==> src/rtl/morse_enc.sv <==
// Morse letter encoder: one dit/dah symbol per cycle, then GAP_CYCLES separators; first symbol registered at the accept edge.
// Backpressure: ready only in IDLE or on the last gap cycle; valid while not ready is dropped, not queued.
module morse_enc #(
    parameter int GAP_CYCLES = 1
) (
    input  logic       clk,
    input  logic       rst_n,
    input  logic [5:0] letter,
    input  logic       letter_valid,
    output logic       ready,
    output logic [1:0] ditDah,
    output logic       busy,
    output logic       err
);

    localparam logic [1:0] DIT = 2'b00;
    localparam logic [1:0] DAH = 2'b11;
    localparam logic [1:0] ETC = 2'b01;

    typedef enum logic [1:0] {IDLE, SYM, GAP} state_t;

    state_t     state_q, state_d;
    logic [4:0] pat_q, pat_d;   // remaining symbols, left-aligned, bit 4 sent next (1 = dah)
    logic [2:0] len_q, len_d;   // symbols still to send after the one on ditDah
    logic [3:0] gap_q, gap_d;
    logic [1:0] dd_q, dd_d;
    logic       err_q, err_d;

    logic [4:0] lut_pat;
    logic [2:0] lut_len;
    logic       lut_ok;
    logic       accept;

    // Patterns written first-sent-first, left-aligned and zero padded.
    always_comb begin
        lut_ok = 1'b1;
        case (letter)
            6'd0:  {lut_len, lut_pat} = {3'd2, 5'b01000}; // a
            6'd1:  {lut_len, lut_pat} = {3'd4, 5'b10000}; // b
            6'd2:  {lut_len, lut_pat} = {3'd4, 5'b10100}; // c
            6'd3:  {lut_len, lut_pat} = {3'd3, 5'b10000}; // d
            6'd4:  {lut_len, lut_pat} = {3'd1, 5'b00000}; // e
            6'd5:  {lut_len, lut_pat} = {3'd4, 5'b00100}; // f
            6'd6:  {lut_len, lut_pat} = {3'd3, 5'b11000}; // g
            6'd7:  {lut_len, lut_pat} = {3'd4, 5'b00000}; // h
            6'd8:  {lut_len, lut_pat} = {3'd2, 5'b00000}; // i
            6'd9:  {lut_len, lut_pat} = {3'd4, 5'b01110}; // j
            6'd10: {lut_len, lut_pat} = {3'd3, 5'b10100}; // k
            6'd11: {lut_len, lut_pat} = {3'd4, 5'b01000}; // l
            6'd12: {lut_len, lut_pat} = {3'd2, 5'b11000}; // m
            6'd13: {lut_len, lut_pat} = {3'd2, 5'b10000}; // n
            6'd14: {lut_len, lut_pat} = {3'd3, 5'b11100}; // o
            6'd15: {lut_len, lut_pat} = {3'd4, 5'b01100}; // p
            6'd16: {lut_len, lut_pat} = {3'd4, 5'b11010}; // q
            6'd17: {lut_len, lut_pat} = {3'd3, 5'b01000}; // r
            6'd18: {lut_len, lut_pat} = {3'd3, 5'b00000}; // s
            6'd19: {lut_len, lut_pat} = {3'd1, 5'b10000}; // t
            6'd20: {lut_len, lut_pat} = {3'd3, 5'b00100}; // u
            6'd21: {lut_len, lut_pat} = {3'd4, 5'b00010}; // v
            6'd22: {lut_len, lut_pat} = {3'd3, 5'b01100}; // w
            6'd23: {lut_len, lut_pat} = {3'd4, 5'b10010}; // x
            6'd24: {lut_len, lut_pat} = {3'd4, 5'b10110}; // y
            6'd25: {lut_len, lut_pat} = {3'd4, 5'b11000}; // z
            6'd26: {lut_len, lut_pat} = {3'd5, 5'b11111}; // 0
            6'd27: {lut_len, lut_pat} = {3'd5, 5'b01111}; // 1
            6'd28: {lut_len, lut_pat} = {3'd5, 5'b00111}; // 2
            6'd29: {lut_len, lut_pat} = {3'd5, 5'b00011}; // 3
            6'd30: {lut_len, lut_pat} = {3'd5, 5'b00001}; // 4
            6'd31: {lut_len, lut_pat} = {3'd5, 5'b00000}; // 5
            6'd32: {lut_len, lut_pat} = {3'd5, 5'b10000}; // 6
            6'd33: {lut_len, lut_pat} = {3'd5, 5'b11000}; // 7
            6'd34: {lut_len, lut_pat} = {3'd5, 5'b11100}; // 8
            6'd35: {lut_len, lut_pat} = {3'd5, 5'b11110}; // 9
            6'd36: {lut_len, lut_pat} = {3'd4, 5'b00110}; // space
            default: begin
                {lut_len, lut_pat} = {3'd0, 5'b00000};
                lut_ok             = 1'b0;
            end
        endcase
    end

    always_ff @(posedge clk or negedge rst_n) begin
        if (!rst_n) begin
            state_q <= IDLE;
            pat_q   <= '0;
            len_q   <= '0;
            gap_q   <= '0;
            dd_q    <= ETC;
            err_q   <= 1'b0;
        end else begin
            state_q <= state_d;
            pat_q   <= pat_d;
            len_q   <= len_d;
            gap_q   <= gap_d;
            dd_q    <= dd_d;
            err_q   <= err_d;
        end
    end

    assign accept = letter_valid && ready;

    always_comb begin
        state_d = state_q;
        pat_d   = pat_q;
        len_d   = len_q;
        gap_d   = gap_q;
        dd_d    = dd_q;
        err_d   = 1'b0;
        case (state_q)
            SYM: begin
                if (len_q == 3'd0) begin
                    state_d = GAP;
                    dd_d    = ETC;
                    gap_d   = 4'(GAP_CYCLES - 1);
                end else begin
                    dd_d  = pat_q[4] ? DAH : DIT;
                    pat_d = {pat_q[3:0], 1'b0};
                    len_d = len_q - 3'd1;
                end
            end
            GAP: begin
                if (gap_q != 4'd0) begin
                    gap_d = gap_q - 4'd1;
                end else begin
                    state_d = IDLE;
                end
            end
            IDLE: begin
            end
            default: state_d = IDLE;
        endcase
        // Acceptance overrides the gap countdown so a new letter follows the last gap directly.
        if (accept) begin
            pat_d = '0;
            len_d = '0;
            gap_d = '0;
            if (lut_ok) begin
                state_d = SYM;
                dd_d    = lut_pat[4] ? DAH : DIT;
                pat_d   = {lut_pat[3:0], 1'b0};
                len_d   = lut_len - 3'd1;
            end else begin
                state_d = IDLE;
                dd_d    = ETC;
                err_d   = 1'b1;
            end
        end
    end

    always_comb begin
        ready  = (state_q == IDLE) || ((state_q == GAP) && (gap_q == 4'd0));
        busy   = (state_q != IDLE);
        ditDah = dd_q;
        err    = err_q;
    end

endmodule

==> config.mk <==
export PLATFORM = sky130hd
export DESIGN_NAME = morse_enc
export DESIGN_NICKNAME = d
export VERILOG_FILES = /design/src/rtl/morse_enc.sv
export SDC_FILE = /design/constraint.sdc
export NUM_CORES = 1
export LEC_CHECK = 0
export ABC_CLOCK_PERIOD_IN_PS = 2400
export CORE_MARGIN = 2
export CORE_UTILIZATION = 50
export DETAILED_ROUTE_END_ITERATION = 16
export PLACE_DENSITY = 0.73
export SLEW_MARGIN = 0
export SYNTH_ARGS = -nofsm -noshare
export SYNTH_HDL_FRONTEND = slang
export SYNTH_SLANG_ARGS = --single-unit
==> constraint.sdc <==
create_clock -name clk -period 2.4 [get_ports clk]
set_input_delay 0.72 -clock clk [delete_from_list [all_inputs] [get_ports clk]]
set_output_delay 0.72 -clock clk [all_outputs]
set_load 0.02 [all_outputs]
==> run metrics <==
reported max-cap violation count 0; cts-stage hold buffer count 0; TritonCTS Buffers 3; post-CTS setup buffers 0; outcome finished clean; worst IR drop on VDD 233 uV; placement row count 20; die area 3540 um2; top post-synthesis cells by count sky130_fd_sc_hd__dfrtp_1, sky130_fd_sc_hd__a21oi_1, sky130_fd_sc_hd__nand2_1; sequential-to-total area share from yosys stat 0.261; most instantiated flip-flop cell in the synthesis netlist sky130_fd_sc_hd__dfrtp_1; library cell with the highest instance count after synthesis sky130_fd_sc_hd__dfrtp_1; initial cell density of the core 0.513; cell type contributing the most total cell area after synthesis sky130_fd_sc_hd__dfrtp_1; Layout fillers 258; multi-input gate area in the final layout 1020 um2; detailed-placement wirelength estimate 2880 um; Antenna Violating Nets Remaining 0; final setup margin 67.8 ps; slew of the pin with the lowest slew margin 690 ps; area of all sequential standard cells 402 um2; maximum number of pins on one net before global-route repair 22; fraction of final layout cells sized beyond drive strength 1 0.237; data arrival time of the critical path 1610 ps; number of synthesized flops with an enable pin 0; largest driver fanout on the critical path 5; Required @ worst endpoint 1680 ps; average instance area after synthesis 8.37 um2; tightest slew margin relative to the limit 0.538; overall routing resource usage 0.221; Leak 0.825 nW; grt total ovfl 0; Clock H-tree levels 1; final hold violations 0; category of the worst setup path launch point register; number of antenna diodes 0; length of the first detailed-routing pass in iterations 4; number of antenna violations at the first check in global routing 0; number of top-level pins 14; Hold Slack 504 ps; worst slack after detailed placement -184 ps; average detailed-routed wire length per instance 14.7 um; type of element capturing the critical path primary output; final-report max-slew violation count 0; count of port buffers added during placement 13; Post-CTS Resized 4; top post-synthesis cells by area sky130_fd_sc_hd__dfrtp_1, sky130_fd_sc_hd__a21oi_1, sky130_fd_sc_hd__ha_1; net count of the finished layout 234; CTS tree done; dpl cells 248; die outline height 59.5 um; layout-stage area growth over the synthesis result 24.7%; number of vias after detailed routing 1,479; final weighted congestion of routability-driven global placement 0.824; deepest clock path buffer count 2; non-filler cells, final 252; post-route setup TNS 0 ps; Core Footprint 3000 um2; first-pass GRT wire length 6080 um; sinks on the clock net 16; Max Freq 0.429 GHz; hold crit path type register to register; register bit count reported by yosys 16; Total Power 1.29 mW; Synth Instances 184; number of global-route vias before repair 1,373; Worst Skew 4.33 ps; Power per Cell Area 669 nW/um2; total standard cell area after synthesis 1540 um2; final count of negative-setup-slack endpoints 0; crit path time final 2330 ps; synthesis warning total 0; Unique masters post-synth 58; insertion delay to the later sink of the worst-skew pair 280 ps; via count normalized by instance count 5.87; cell at the root of the clock tree sky130_fd_sc_hd__clkbuf_4; WL final 3710 um; type of the worst setup path register to primary output; count of routing violations after the opening detailed-route iteration 37; clock transition at the registers of the reported paths 100 ps; setup repair after global routing missed its margin yes; residual DRC count 0; asr flop ratio synth 1.00; Synth Net Count 198; top-area cell type share of the netlist area 0.244; post-route fraction of the period consumed by the critical path 0.972; Horiz. Die Dim 59.5 um
-- flip-flops by register name, summed over array words and instances (netlist names) --
name and cells:
ditDah 2, err 1, state_q 2, gap_q 4, pat_q 4, len_q 3
-- cell usage in the layout, fill, tap and decap left out, types with 4 or more instances in the layout --
cell type,n
sky130_fd_sc_hd__o21ai_0,5
sky130_fd_sc_hd__nor3_1,6
sky130_fd_sc_hd__a21oi_1,12
sky130_fd_sc_hd__ha_1,5
sky130_fd_sc_hd__dfrtp_1,15
sky130_fd_sc_hd__o21ai_1,5
sky130_fd_sc_hd__inv_1,7
sky130_fd_sc_hd__o21a_1,5
sky130_fd_sc_hd__o22ai_1,4
sky130_fd_sc_hd__nand2_1,12
sky130_fd_sc_hd__nor2_1,10
sky130_fd_sc_hd__nand2b_1,9
sky130_fd_sc_hd__a211oi_1,4
sky130_fd_sc_hd__buf_4,33
sky130_fd_sc_hd__nor2b_1,9
sky130_fd_sc_hd__xnor2_1,4
sky130_fd_sc_hd__clkdlybuf4s50_1,11
-- per-stage QoR --
step	cell area [um2]	utilization
CTS	1900	0.633
global placement	1870	0.623
floorplan	1540	-
global route	1920	0.640
finish	1920	0.640
detailed placement	1870	0.623
-- cell families (layout without fill, tap and decap cells) --
| family | after synthesis | after routing | synth area share |
|---|---|---|---|
| muxes | 3 | 3 | 0.0195 |
| adders and majority gates | 6 | 6 | 0.0471 |
| DFF | 16 | 16 | 0.261 |
| buffers and inverters | 23 | 58 | 0.0853 |
| and+or+nand+nor | 65 | 65 | 0.236 |
| AOI/OAI and AO/OA | 65 | 65 | 0.317 |
| xor gates and xnor gates | 6 | 6 | 0.0341 |
-- power by group --
part           leakage (nW)  switching [mW]  internal, mW
clock network        0.0210          0.0848        0.0923
logic                 0.597           0.372         0.322
registers             0.207          0.0579         0.356
-- path summary, 6_finish.rpt --
kind                            start        end  slack, ps  cells after the start
setup / recovery           state_q[1]       busy         70                      2
hold / removal              ditDah[1]  ditDah[1]        500                      2
setup reg to reg             gap_q[1]   pat_q[4]        420                      8
hold reg to reg             ditDah[1]  ditDah[1]        500                      2
max in group asynchronous       rst_n   gap_q[1]       1120                      1
min in group asynchronous       rst_n   len_q[1]        840                      1
-- per-layer routing --
metal  GRT usage  routed length [um]  vias to the layer above
met5           0                   0                        -
met4      0.0571                  17                        0
met3     0.00655                  76                        2
met2       0.414                1980                       26
met1       0.277                1640                      706
li1            -                   -                      745
-- worst max-delay path, stage by stage, from the launching register on --
cell                              delay [ps]
sky130_fd_sc_hd__dfrtp_1                 460
sky130_fd_sc_hd__or2_2                   330
sky130_fd_sc_hd__clkdlybuf4s50_1         540
-- final cells by class --
class	instances	share of cell area
multi-input combinational	145	0.532
sequential	16	0.209
inverter	8	0.0156
timing repair buffer	46	0.203
clock buffer	4	0.0189
tap	33	0.0215
Power figures use the tool's default switching activity.
